### src/rtl/uart_tx_arbiter_pkg.sv
// ---------------------------------------------------------------------------
// uart_tx_arbiter_pkg
// Shared constants for the UART transmit arbiter: requester count, header
// nibble, frame length, FSM state encoding and the frame byte selector.
// ---------------------------------------------------------------------------
package uart_tx_arbiter_pkg;

  localparam int         NUM_REQ     = 4;
  localparam logic [3:0] HDR_NIBBLE  = 4'hA;
  localparam int         FRAME_BYTES = 5;

  typedef logic [1:0] state_t;

  localparam state_t ST_IDLE    = 2'd0;
  localparam state_t ST_SEND    = 2'd1;
  localparam state_t ST_WAIT_HI = 2'd2;
  localparam state_t ST_WAIT_LO = 2'd3;

  // Byte idx of a frame: header {nibble, 2'b00, id}, then the word MSB first.
  function automatic logic [7:0] frame_byte(input logic [3:0]  nib,
                                            input logic [1:0]  id,
                                            input logic [31:0] word,
                                            input logic [2:0]  idx);
    logic [7:0] b;
    case (idx)
      3'd0:    b = {nib, 2'b00, id};
      3'd1:    b = word[31:24];
      3'd2:    b = word[23:16];
      3'd3:    b = word[15:8];
      3'd4:    b = word[7:0];
      default: b = 8'h00;
    endcase
    return b;
  endfunction

endpackage

### src/rtl/uart_tx_arbiter_rr_arbiter4.sv
// ---------------------------------------------------------------------------
// rr_arbiter4
// Purely combinational 4-way round-robin selector. The search starts at
// `pointer` and proceeds upward modulo 4; the first asserted request wins.
// Ports:
//   req     [3:0] request vector
//   pointer [1:0] highest-priority index for this decision
//   valid         any request present
//   id      [1:0] winning index (equals pointer when no request)
// ---------------------------------------------------------------------------
module rr_arbiter4 (
  input  logic [3:0] req,
  input  logic [1:0] pointer,
  output logic       valid,
  output logic [1:0] id
);

  logic [1:0] idx;

  // Walk offsets from farthest to nearest so the nearest hit is written last.
  always_comb begin
    valid = 1'b0;
    id    = pointer;
    idx   = pointer;
    for (int k = 3; k >= 0; k--) begin
      idx = pointer + 2'(k);
      if (req[idx]) begin
        valid = 1'b1;
        id    = idx;
      end
    end
  end

endmodule

### src/rtl/uart_tx_arbiter.sv
// ---------------------------------------------------------------------------
// uart_tx_arbiter
// Arbitrates four 32-bit word requesters onto a single byte-wide UART
// transmitter. Each granted word is sent as a 5-byte frame: a header carrying
// the requester id, then the word MSB first. Handshake with the UART is
// tx_we -> tx_busy rise -> tx_busy fall per byte.
// Ports:
//   clk        clock (16x bit rate, shared with the UART)
//   rst_n      asynchronous active-low reset
//   req_valid  per-requester pending flag, held until acked
//   req_data   four 32-bit words, requester i at [32i+31:32i]
//   req_ack    one-hot one-cycle capture acknowledge
//   tx_we      byte write strobe to the UART
//   tx_data    byte presented with tx_we
//   tx_busy    UART busy, rises the cycle after an accepted tx_we
//   busy       high from capture until the last byte has drained
//   grant_id   id of the requester being sent; holds when idle
// ---------------------------------------------------------------------------
module uart_tx_arbiter
  import uart_tx_arbiter_pkg::*;
#(
  parameter int         NUM_REQ    = uart_tx_arbiter_pkg::NUM_REQ,
  parameter logic [3:0] HDR_NIBBLE = uart_tx_arbiter_pkg::HDR_NIBBLE
) (
  input  logic                    clk,
  input  logic                    rst_n,
  input  logic [NUM_REQ-1:0]      req_valid,
  input  logic [32*NUM_REQ-1:0]   req_data,
  output logic [NUM_REQ-1:0]      req_ack,
  output logic                    tx_we,
  output logic [7:0]              tx_data,
  input  logic                    tx_busy,
  output logic                    busy,
  output logic [1:0]              grant_id
);

  state_t              state_q,    state_d;
  logic [1:0]          ptr_q,      ptr_d;
  logic [1:0]          id_q,       id_d;
  logic [31:0]         word_q,     word_d;
  logic [2:0]          byte_cnt_q, byte_cnt_d;
  logic                busy_q,     busy_d;
  logic                tx_we_q,    tx_we_d;
  logic [7:0]          tx_data_q,  tx_data_d;
  logic [NUM_REQ-1:0]  req_ack_q,  req_ack_d;

  logic       arb_valid;
  logic [1:0] arb_id;

  rr_arbiter4 u_rr (
    .req     (req_valid[3:0]),
    .pointer (ptr_q),
    .valid   (arb_valid),
    .id      (arb_id)
  );

  always_comb begin
    state_d    = state_q;
    ptr_d      = ptr_q;
    id_d       = id_q;
    word_d     = word_q;
    byte_cnt_d = byte_cnt_q;
    busy_d     = busy_q;
    tx_data_d  = tx_data_q;
    tx_we_d    = 1'b0;
    req_ack_d  = '0;

    case (state_q)
      ST_IDLE: begin
        if (arb_valid) begin
          // The word is copied here so later req_data/req_valid changes
          // cannot disturb the frame in flight.
          word_d            = req_data[{arb_id, 5'b00000} +: 32];
          id_d              = arb_id;
          ptr_d             = arb_id + 2'd1;
          req_ack_d[arb_id] = 1'b1;
          busy_d            = 1'b1;
          byte_cnt_d        = 3'd0;
          state_d           = ST_SEND;
        end
      end
      ST_SEND: begin
        // tx_we is registered, so it only ever follows a cycle in which the
        // UART was seen idle; leaving SEND immediately prevents a second pulse.
        if (!tx_busy) begin
          tx_we_d   = 1'b1;
          tx_data_d = frame_byte(HDR_NIBBLE, id_q, word_q, byte_cnt_q);
          state_d   = ST_WAIT_HI;
        end
      end
      ST_WAIT_HI: begin
        if (tx_busy) begin
          state_d = ST_WAIT_LO;
        end
      end
      ST_WAIT_LO: begin
        if (!tx_busy) begin
          if (byte_cnt_q == 3'(FRAME_BYTES - 1)) begin
            busy_d  = 1'b0;
            state_d = ST_IDLE;
          end else begin
            byte_cnt_d = byte_cnt_q + 3'd1;
            state_d    = ST_SEND;
          end
        end
      end
      default: state_d = ST_IDLE;
    endcase
  end

  always_ff @(posedge clk or negedge rst_n) begin
    if (!rst_n) begin
      state_q    <= ST_IDLE;
      ptr_q      <= 2'd0;
      id_q       <= 2'd0;
      word_q     <= 32'd0;
      byte_cnt_q <= 3'd0;
      busy_q     <= 1'b0;
      tx_we_q    <= 1'b0;
      tx_data_q  <= 8'd0;
      req_ack_q  <= '0;
    end else begin
      state_q    <= state_d;
      ptr_q      <= ptr_d;
      id_q       <= id_d;
      word_q     <= word_d;
      byte_cnt_q <= byte_cnt_d;
      busy_q     <= busy_d;
      tx_we_q    <= tx_we_d;
      tx_data_q  <= tx_data_d;
      req_ack_q  <= req_ack_d;
    end
  end

  assign req_ack  = req_ack_q;
  assign tx_we    = tx_we_q;
  assign tx_data  = tx_data_q;
  assign busy     = busy_q;
  assign grant_id = id_q;

endmodule

### config.mk
export PLATFORM = sky130hd
export DESIGN_NAME = uart_tx_arbiter
export DESIGN_NICKNAME = d
export VERILOG_FILES = /design/src/rtl/uart_tx_arbiter_pkg.sv /design/src/rtl/uart_tx_arbiter_rr_arbiter4.sv /design/src/rtl/uart_tx_arbiter.sv
export SDC_FILE = /design/constraint.sdc
export NUM_CORES = 1
export LEC_CHECK = 0
export CORE_MARGIN = 1
export CORE_UTILIZATION = 30
export DETAILED_ROUTE_END_ITERATION = 6
export DONT_BUFFER_PORTS = 1
export GPL_TIMING_DRIVEN = 0
export HOLD_SLACK_MARGIN = 0.08
export MAX_ROUTING_LAYER = met4
export SLEW_MARGIN = 20
export SYNTH_ARGS = -nofsm -noshare
export SYNTH_HDL_FRONTEND = slang
export SYNTH_SLANG_ARGS = --single-unit
### constraint.sdc
create_clock -name clk -period 3.6 [get_ports clk]
set_clock_uncertainty 0.05 [all_clocks]
set_input_delay 0.72 -clock clk [delete_from_list [all_inputs] [get_ports clk]]
set_output_delay 0.72 -clock clk [all_outputs]
set_load 0.02 [all_outputs]
; After elaboration in Yosys (flattened, before gate mapping)
; Cells that the tools add are included.
[totals]
output_inout_bits = 16
ff_bits = 55
[classes]
shift = 1
addsub = 5
eq_ne = 13
n_reduce_logical = 9
bitwise_logic = 1
order_cmp = 6
muxes = 37
[op_table]
columns = op, count
row1 = 128-bit by 8-bit variable part select with 32-bit output, 1
row2 = 8-bit one-hot mux with 5 select lines, 1
row3 = 2-bit 2-to-1 mux, 8
row4 = 2-bit by 3-bit less-than comparator with 1-bit output (second input constant), 5
row5 = 1-bit 2-to-1 mux, 15
row6 = 2-bit inequality test (second input constant), 6
row7 = 4-bit AND reduction, 3
row8 = 3-bit 2-to-1 mux, 3
row9 = 1-bit binary-select mux with 2-bit select, 4
row10 = 4-bit 2-to-1 mux, 2
row11 = 2-bit one-hot mux with 4 select lines, 1
row12 = 3-bit by 2-bit equality test with 1-bit output (second input constant), 2
row13 = 3-bit one-hot mux with 2 select lines, 1
row14 = 2-bit by 1-bit adder with 2-bit output (second input constant), 2
row15 = 2-bit adder (second input constant), 2
row16 = 2-bit equality test (second input constant), 2
row17 = 2-bit AND reduction, 2
row18 = 3-bit by 1-bit adder with 3-bit output (second input constant), 1
row19 = 3-bit by 1-bit equality test with 1-bit output (second input constant), 1
row20 = 3-bit equality test (second input constant), 1
row21 = 3-bit logical NOT, 1
row22 = 1-bit demux with 2-bit select, 1
row23 = 2-bit by 1-bit equality test with 1-bit output (second input constant), 1
row24 = 2-bit by 1-bit greater-or-equal comparator with 1-bit output (second input constant), 1
row25 = 5 further kinds, 5

; Depth between registers and ports, before layout
; Gate-level depths: netlist of the first run.
[logic_depth]
depth_word = 13
mapped_depth = 8
ltp_nobuf = 7

; By module
; A second synthesis of the first run with hierarchy kept.
[unflattened]
cells_unflattened = 247
area_unflattened_um2 = 3413.3
[by_module_without_submodules]
columns = mod, n_inst, area_per_inst_um2, cells_each, seq_area_each_um2
row1 = uart_tx_arbiter, 1, 3313.2, 231, 1376.3
row2 = rr_arbiter4, 1, 100.1, 16, 0.0

; Worst setup path before layout of the first run
; OpenSTA, ideal clock, no wires.
[synth_timing]
kind = input to register
from = in req_valid[1]
to = reg word_q[0]
setup_slack_ps = 1548
t_arrival_ps = 1875
setup_ps = 127
t_required_ps = 3423
path_stages = 8
path_cell_list = nand2b_1 -> a21o_1 -> buf_2 -> and3_1 -> buf_6 -> buf_6 -> a211oi_2 -> a211oi_2
[synth_via]
elab_chain_cells = 7
[synth_rtl]
columns = element, line_no
row1 = "start, declared", uart_tx_arbiter.sv:27  ; input logic [NUM_REQ-1:0] req_valid,
row2 = 1-bit binary-select mux with 2-bit select, uart_tx_arbiter_rr_arbiter4.sv:27  ; if (req[idx]) begin
row3 = 1-bit 2-to-1 mux (implied by the code), uart_tx_arbiter_rr_arbiter4.sv:27
row4 = 2-bit 2-to-1 mux / 1-bit 2-to-1 mux (equally long branches) (4 in a row), uart_tx_arbiter_rr_arbiter4.sv:27
row5 = 128-bit by 8-bit variable part select with 32-bit output / 2-bit AND reduction (equally long branches), n/a
row6 = "end signal, assigned", uart_tx_arbiter.sv:126  ; word_q <= word_d;
row7 = "end, declared", uart_tx_arbiter.sv:40  ; logic [31:0] word_q, word_d;
; Several ways; a longest one is shown, not always the timed one. The select of a mux whose other input is x is not followed.
; A chain may end at the register's enable or synchronous reset.

; Final worst setup path of the first run
[layout_timing]
from = reg state_q[0]
to = reg word_q[22]
[layout_via]
elab_chain_cells = 2
[layout_rtl]
columns = element, line_no
row1 = "start, declared", uart_tx_arbiter.sv:37  ; state_t state_q, state_d;
row2 = "start signal, assigned", uart_tx_arbiter.sv:123  ; state_q <= state_d;
row3 = 2-bit logical NOT, uart_tx_arbiter.sv:68  ; case (state_q)
row4 = 2-bit AND reduction (no source line), n/a
; No other way between the ends.

==> results of run 1 <==
routing by layer:
layer,vias up,track usage [%]
li1,1462,-
met1,1469,22.4
met2,109,27.1
met3,13,2.93
met4,0,4.94
met5,-,-
state kept, by name, indices dropped and copies added, names as in the netlist:
name	flops
word_q	32
tx_data	8
req_ack	4
byte_cnt_q	3
grant_id	2
ptr_q	2
state_q	2
busy	1
tx_we	1
cell type report:
type | instances | area (µm²)
flip-flops and latches | 55 | 1380
fillers | 1305 | 8330
plain buffers | 32 | 214
well taps | 172 | 215
inverters | 40 | 150
clock buffers | 5 | 125
repair buffers | 1 | 27.5
clock inverters | 1 | 7.51
multi-input cells | 264 | 2120
worst min path at each step:
| stage | end | from | depth (start not counted) |
|---|---|---|---|
| 6_report | word_q[18] | rst_n | 1 |
| 3_3_place_gp | word_q[20] | rst_n | 0 |
| 3_5_place_dp | word_q[19] | rst_n | 0 |
| 4_1_cts | tx_data[0] | rst_n | 1 |
| 2_1_floorplan | busy | rst_n | 0 |
| 5_1_grt | grant_id[0] | rst_n | 1 |
cells by family after synthesis:
family / after synthesis / share of synthesized area [%]
AOI/OAI and AO/OA: 141 / 33.5
and+or+nand+nor: 78 / 9.23
buffers and inverters: 72 / 9.42
DFF: 55 / 35.6
muxes: 35 / 9.10
adders and majority gates: 9 / 2.91
xor gates and xnor gates: 1 / 0.227
placed cells by master, fill, tap and decap left out, types with 2 or more instances in the layout:
cell type,n
clkbuf_16,5
a222oi_1,2
nand3_1,3
buf_6,11
nor2_1,43
a21o_1,2
nand2_1,11
ha_1,9
buf_4,2
o21ai_2,2
nor2b_1,4
a22o_1,4
a22oi_1,4
a211oi_1,9
dfrtp_1,55
o21ai_0,6
a211oi_2,55
clkbuf_1,16
buf_2,3
mux2i_1,34
o22ai_1,2
nand2b_1,4
a21oi_1,5
nor3_1,2
o21ai_1,4
inv_1,39
or2_1,2
a32o_1,4
a221oi_1,4
and3_1,3
a31oi_1,32
critical path, stage by stage (launching register included):
cell and delay [ns]:
dfrtp_1 0.40, inv_1 0.12, ha_1 0.27, a21boi_2 0.47
o21ai_2 0.22, buf_2 0.26, a211oi_2 0.31, a211oi_2 0.08
through the flow:
stage	cell area (µm²)	std cells	hold slack, ns	setup WS [ns]
2_1_floorplan	3860	391	0.374	1.55
3_3_place_gp	4080	563	0.378	1.19
3_5_place_dp	4080	563	0.378	1.21
4_1_cts	4240	570	0.252	1.24
5_1_grt	4240	570	0.252	1.08
6_report	4240	570	0.234	1.29
where the power goes:
part / internal [mW] / leakage, nW / switching (mW)
Sequential: 0.906 / 0.649 / 0.319
Clock: 0.250 / 0.0618 / 0.209
Combinational: 0.793 / 1.02 / 1.08
what timing repair did:
action / CTS / global route
endpoints found under the hold margin: 55 / 0
hold buffers: 1 / 0
resized for setup: 0 / 0
==> results by group, run 1 <==
Floorplanning
  – # rows: 41
  – Initial Util: 30.8%
  – Total die area: 13,300 µm²
  – Die width: 116 µm
  – Die Y: 116 µm
  – Core area: 12,600 µm²
  – I/O Pins: 151

STA
  – Unrepaired setup endpoints after global routing: false
  – Crit share post-route: 64.1%
  – Worst slew pin tran: 0.495 ns
  – Final hold viol count: 0
  – Crit path time final: 2.31 ns
  – Slew Limit Headroom: 66.8%
  – Pins Over Slew Limit: 0
  – Post-route setup TNS: 0 ns
  – Fmax: 0.434 GHz
  – Final setup violating endpoints: 0

Logic synthesis
  – Cell count after synthesis: 391
  – Mean Syn Cell Area: 9.88 µm²
  – Synthesized cell area: 3860 µm²
  – Top_reg_cell synth: dfrtp_1
  – Commonest cells post-synth: a211oi_2, dfrtp_1, nor2_1
  – Leading area contributor after synthesis: dfrtp_1
  – Ys Warns: 0
  – Syn Nets: 535
  – Synth unique cells: 45
  – Seq/Total Area, Yosys: 35.6%
  – Top post-synthesis cells by area: dfrtp_1, a211oi_2, mux2i_1
  – Ys async rst share: 100%
  – Share of the synthesized area in the top cell type: 35.6%
  – Synthesized flop and latch total: 55
  – Number of synthesized flops with an enable pin: 0

GRT
  – Vias in the first global route: 2,975
  – First-pass GRT wire length: 16,400 µm
  – GRT Util Overall: 17.1%
  – Grt total ovfl: 0
  – Initial antenna violation count: 0
  – Largest net degree at the start of global routing: 56

Clocking
  – Worst skew pair latency: 0.29 ns
  – H-tree Lvls: 2
  – Clock root buffer: clkbuf_16
  – Setup bufs post-CTS: 0
  – Clk buf depth: 2
  – CTS tree: built
  – Clock-pin slew on the worst setup and hold paths: 0.07 ns
  – CTS Sinks: 55
  – CTS Buf Count: 5

Layout
  – Ant diodes: 0
  – Area Growth Syn to Fin: 9.71%
  – Layout Nets: 543
  – Finished Core Util: 33.7%
  – Layout cells sized above 1: 21.6%

Detailed routing
  – Vias per cell: 5.36
  – Final WL: 10,800 µm
  – DR top layer: met4
  – Router iterations before antenna repair: 5
  – Initial DRC Count: 179
  – Via count: 3,053
  – Routed wire per std cell: 19.0 µm
  – Routed wl met2: 5120 µm
  – Routed metal-1 wirelength: 4910 µm
  – Met3 routed WL: 613 µm
  – DRC Markers: 0
  – Detail Route Antenna Nets: 0

Status
  – Status: finished, final reports clean

Pwr
  – Static Leak: 1.73 nW
  – Tot Pwr: 3.56 mW
  – Power per cell area: 840 nW/µm²
  – Peak VDD IR: 0.323 mV

Critical path
  – Worst Setup SP: state_q[0]
  – Kind of critical path: flip-flop to flip-flop
  – Worst r2r dst: word_q[22]
  – R2R Path Start: state_q[0]
  – Critical path launch point type: flip-flop
  – Critical path fanouts, max: 10
  – Crit path to: word_q[22]
  – CP Capture Type: flip-flop
  – Critical Path RT: 3.72 ns
  – Reg2reg path depth: 7
  – Worst EP arrival: 2.42 ns
  – R2R Setup Slk: 1.29 ns

Placed design
  – Final HPWL DP: 8740 µm
  – GP Congestion: 0.808
  – Port-buffer cells: 0

Hold path
  – Hold Crit Class: input pin to asynchronous set/reset pin

Run
  – Max Cap Viol: 0
Note: power is estimated with default switching activity, not from simulation.
==> run 2: changes to the inputs <==
==> constraint.sdc (replaced) <==
create_clock -name clk -period 2.2 [get_ports clk]
set_clock_uncertainty 0.05 [all_clocks]
set_input_delay 0.44 -clock clk [delete_from_list [all_inputs] [get_ports clk]]
set_output_delay 0.44 -clock clk [all_outputs]
set_load 0.02 [all_outputs]
==> run 2 against run 1 <==
  * Register-to-register slack lost 1.2 ns
  * Die area is the same
  * Sequential cell count is the same
  * Via count shrank 0.75%
  * Setup slack lost 1.2 ns
  * Highest routed layer unchanged
  * Utilization grew 0.29 points
  * Critical path depth grew 1
  * Largest cell class unchanged
  * Design area grew 0.86%
  * Maximum frequency grew 9.7%
  * Global-route usage is essentially flat
  * First-iteration DRC count grew 19%
==> results by group, run 2 (same netlist as run 1, synthesis figures left out) <==
GRT
  – Largest net degree at the start of global routing: 56
  – Grt total ovfl: 0
  – Vias in the first global route: 3,010
  – GRT Util Overall: 17.2%
  – Initial antenna violation count: 0
  – First-pass GRT wire length: 16,500 µm

Critical path
  – Critical path fanouts, max: 10
  – Critical path's top delay family: buffers and inverters
  – CP cell instances: nand2b_1 > a21o_1 > buf_2 > nand3_2 > buf_6 > buf_6 > mux2i_1 > a211oi_2
  – Kind of critical path: flip-flop to flip-flop
  – Worst EP arrival: 2.22 ns
  – Most common cell on crit path: buf_6
  – Critical Path RT: 2.32 ns
  – CP bufs+invs: 3
  – CP Capture Type: flip-flop
  – Critical path launch point type: flip-flop
  – CP max-delay cell: dfrtp_1
  – Critical path's largest stage delay: 0.43 ns

Placed design
  – Final HPWL DP: 8740 µm
  – Post-Place Setup Slack: -0.139 ns
  – Port-buffer cells: 0
  – Cells after DPL: 563
  – GP Congestion: 0.808

Layout
  – Fill count: 1,296
  – Most common cell after layout, fill and taps aside: a211oi_2
  – Area Growth Syn to Fin: 10.7%
  – Ant diodes: 0
  – Biggest register: word_q
  – Post-route insts no fill: 572
  – Layout Nets: 545
  – Layout cells sized above 1: 22.5%
  – Max reg flops: 32
  – Most frequent cells in the layout: a211oi_2, dfrtp_1, nor2_1

Detailed routing
  – Final WL: 10,900 µm
  – Initial DRC Count: 213
  – Router iterations before antenna repair: 4
  – Vias per cell: 5.30
  – Detail Route Antenna Nets: 0
  – DRC Markers: 0
  – Via count: 3,030
  – Routed wire per std cell: 19.0 µm

Pwr
  – Static Leak: 1.74 nW
  – Peak VDD IR: 0.533 mV
  – Tot Pwr: 5.88 mW
  – Power per cell area: 1370 nW/µm²

Clocking
  – CTS tree: built
  – CTS Sinks: 55
  – Clk buf depth: 2
  – Clock root buffer: clkbuf_16
  – H-tree Lvls: 2
  – Clock-pin slew on the worst setup and hold paths: 0.07 ns
  – CTS Buf Count: 5
  – Worst skew pair latency: 0.29 ns

STA
  – Fmax: 0.476 GHz
  – Final setup margin: 0.0981 ns
  – Final setup violating endpoints: 0
  – Post-route setup TNS: 0 ns
  – Slew Limit Headroom: 66.4%
  – Crit share post-route: 95.5%
  – Unrepaired setup endpoints after global routing: false
  – Pins Over Slew Limit: 0
  – Final hold viol count: 0
  – Crit path time final: 2.10 ns
  – Worst slew pin tran: 0.504 ns

Floorplanning
  – I/O Pins: 151
  – Total die area: 13,300 µm²
  – # rows: 41
  – Initial Util: 30.8%
  – Die Y: 116 µm
  – Die width: 116 µm
  – Core area: 12,600 µm²

Run
  – Max Cap Viol: 0

Status
  – Status: finished, final reports clean

Hold path
  – Hold Crit Class: input pin to flip-flop
[run 2: worst paths after layout]
path / startpoint / to / slack [ns] / cells after the start
setup / recovery: ptr_q[0] / word_q[16] / 0.1 / 8
hold / removal: tx_busy / busy / 0.32 / 2
setup reg to reg: ptr_q[0] / word_q[16] / 0.1 / 8
hold reg to reg: byte_cnt_q[0] / byte_cnt_q[0] / 0.50 / 1
max in group asynchronous: rst_n / byte_cnt_q[2] / 1.21 / 2
min in group asynchronous: rst_n / word_q[18] / 0.62 / 2
[run 2: metal layers]
metal	wire [µm]	track usage (%)	vias up	part of all wire, %
met5	0	-	-	0
met4	167	4.94	0	1.5
met3	612	2.93	11	5.6
met2	5100	27.3	110	47
met1	5000	22.4	1445	46
li1	-	-	1464	-
[run 2: final cells by class]
cell class / instances / area, µm² / share of cell area (%)
Multi-Input combinational cell: 264 / 2140 / 50.0
Sequential cell: 55 / 1380 / 32.2
Tap cell: 172 / 215 / 5.03
Buffer: 32 / 214 / 5.00
Inverter: 40 / 154 / 3.60
Clock buffer: 5 / 125 / 2.93
Timing Repair Buffer: 3 / 45.0 / 1.05
Clock inverter: 1 / 7.51 / 0.176
[run 2: power breakdown]
group | total, mW | internal (mW) | switching (mW)
clock | 0.751 | 0.409 | 0.341
combinational | 3.11 | 1.32 | 1.79
sequential | 2.01 | 1.48 | 0.527
[run 2: metrics by stage]
step | cell area (µm²) | hold WS (ns) | util [%]
finish | 4280 | 0.324 | 34.0
global route | 4280 | 0.324 | 34.0
CTS | 4270 | 0.325 | 33.9
detailed placement | 4080 | 0.0982 | 32.5
global placement | 4080 | 0.0983 | 32.5
floorplan | 3860 | 0.0944 | -
[run 2: repair_timing]
action,CTS,global route
resized for setup,1,3
endpoints found under the hold margin,55,0
endpoints found under the setup margin,29,14
buffers inserted,1,0
pin swaps,0,1
hold buffers,2,0
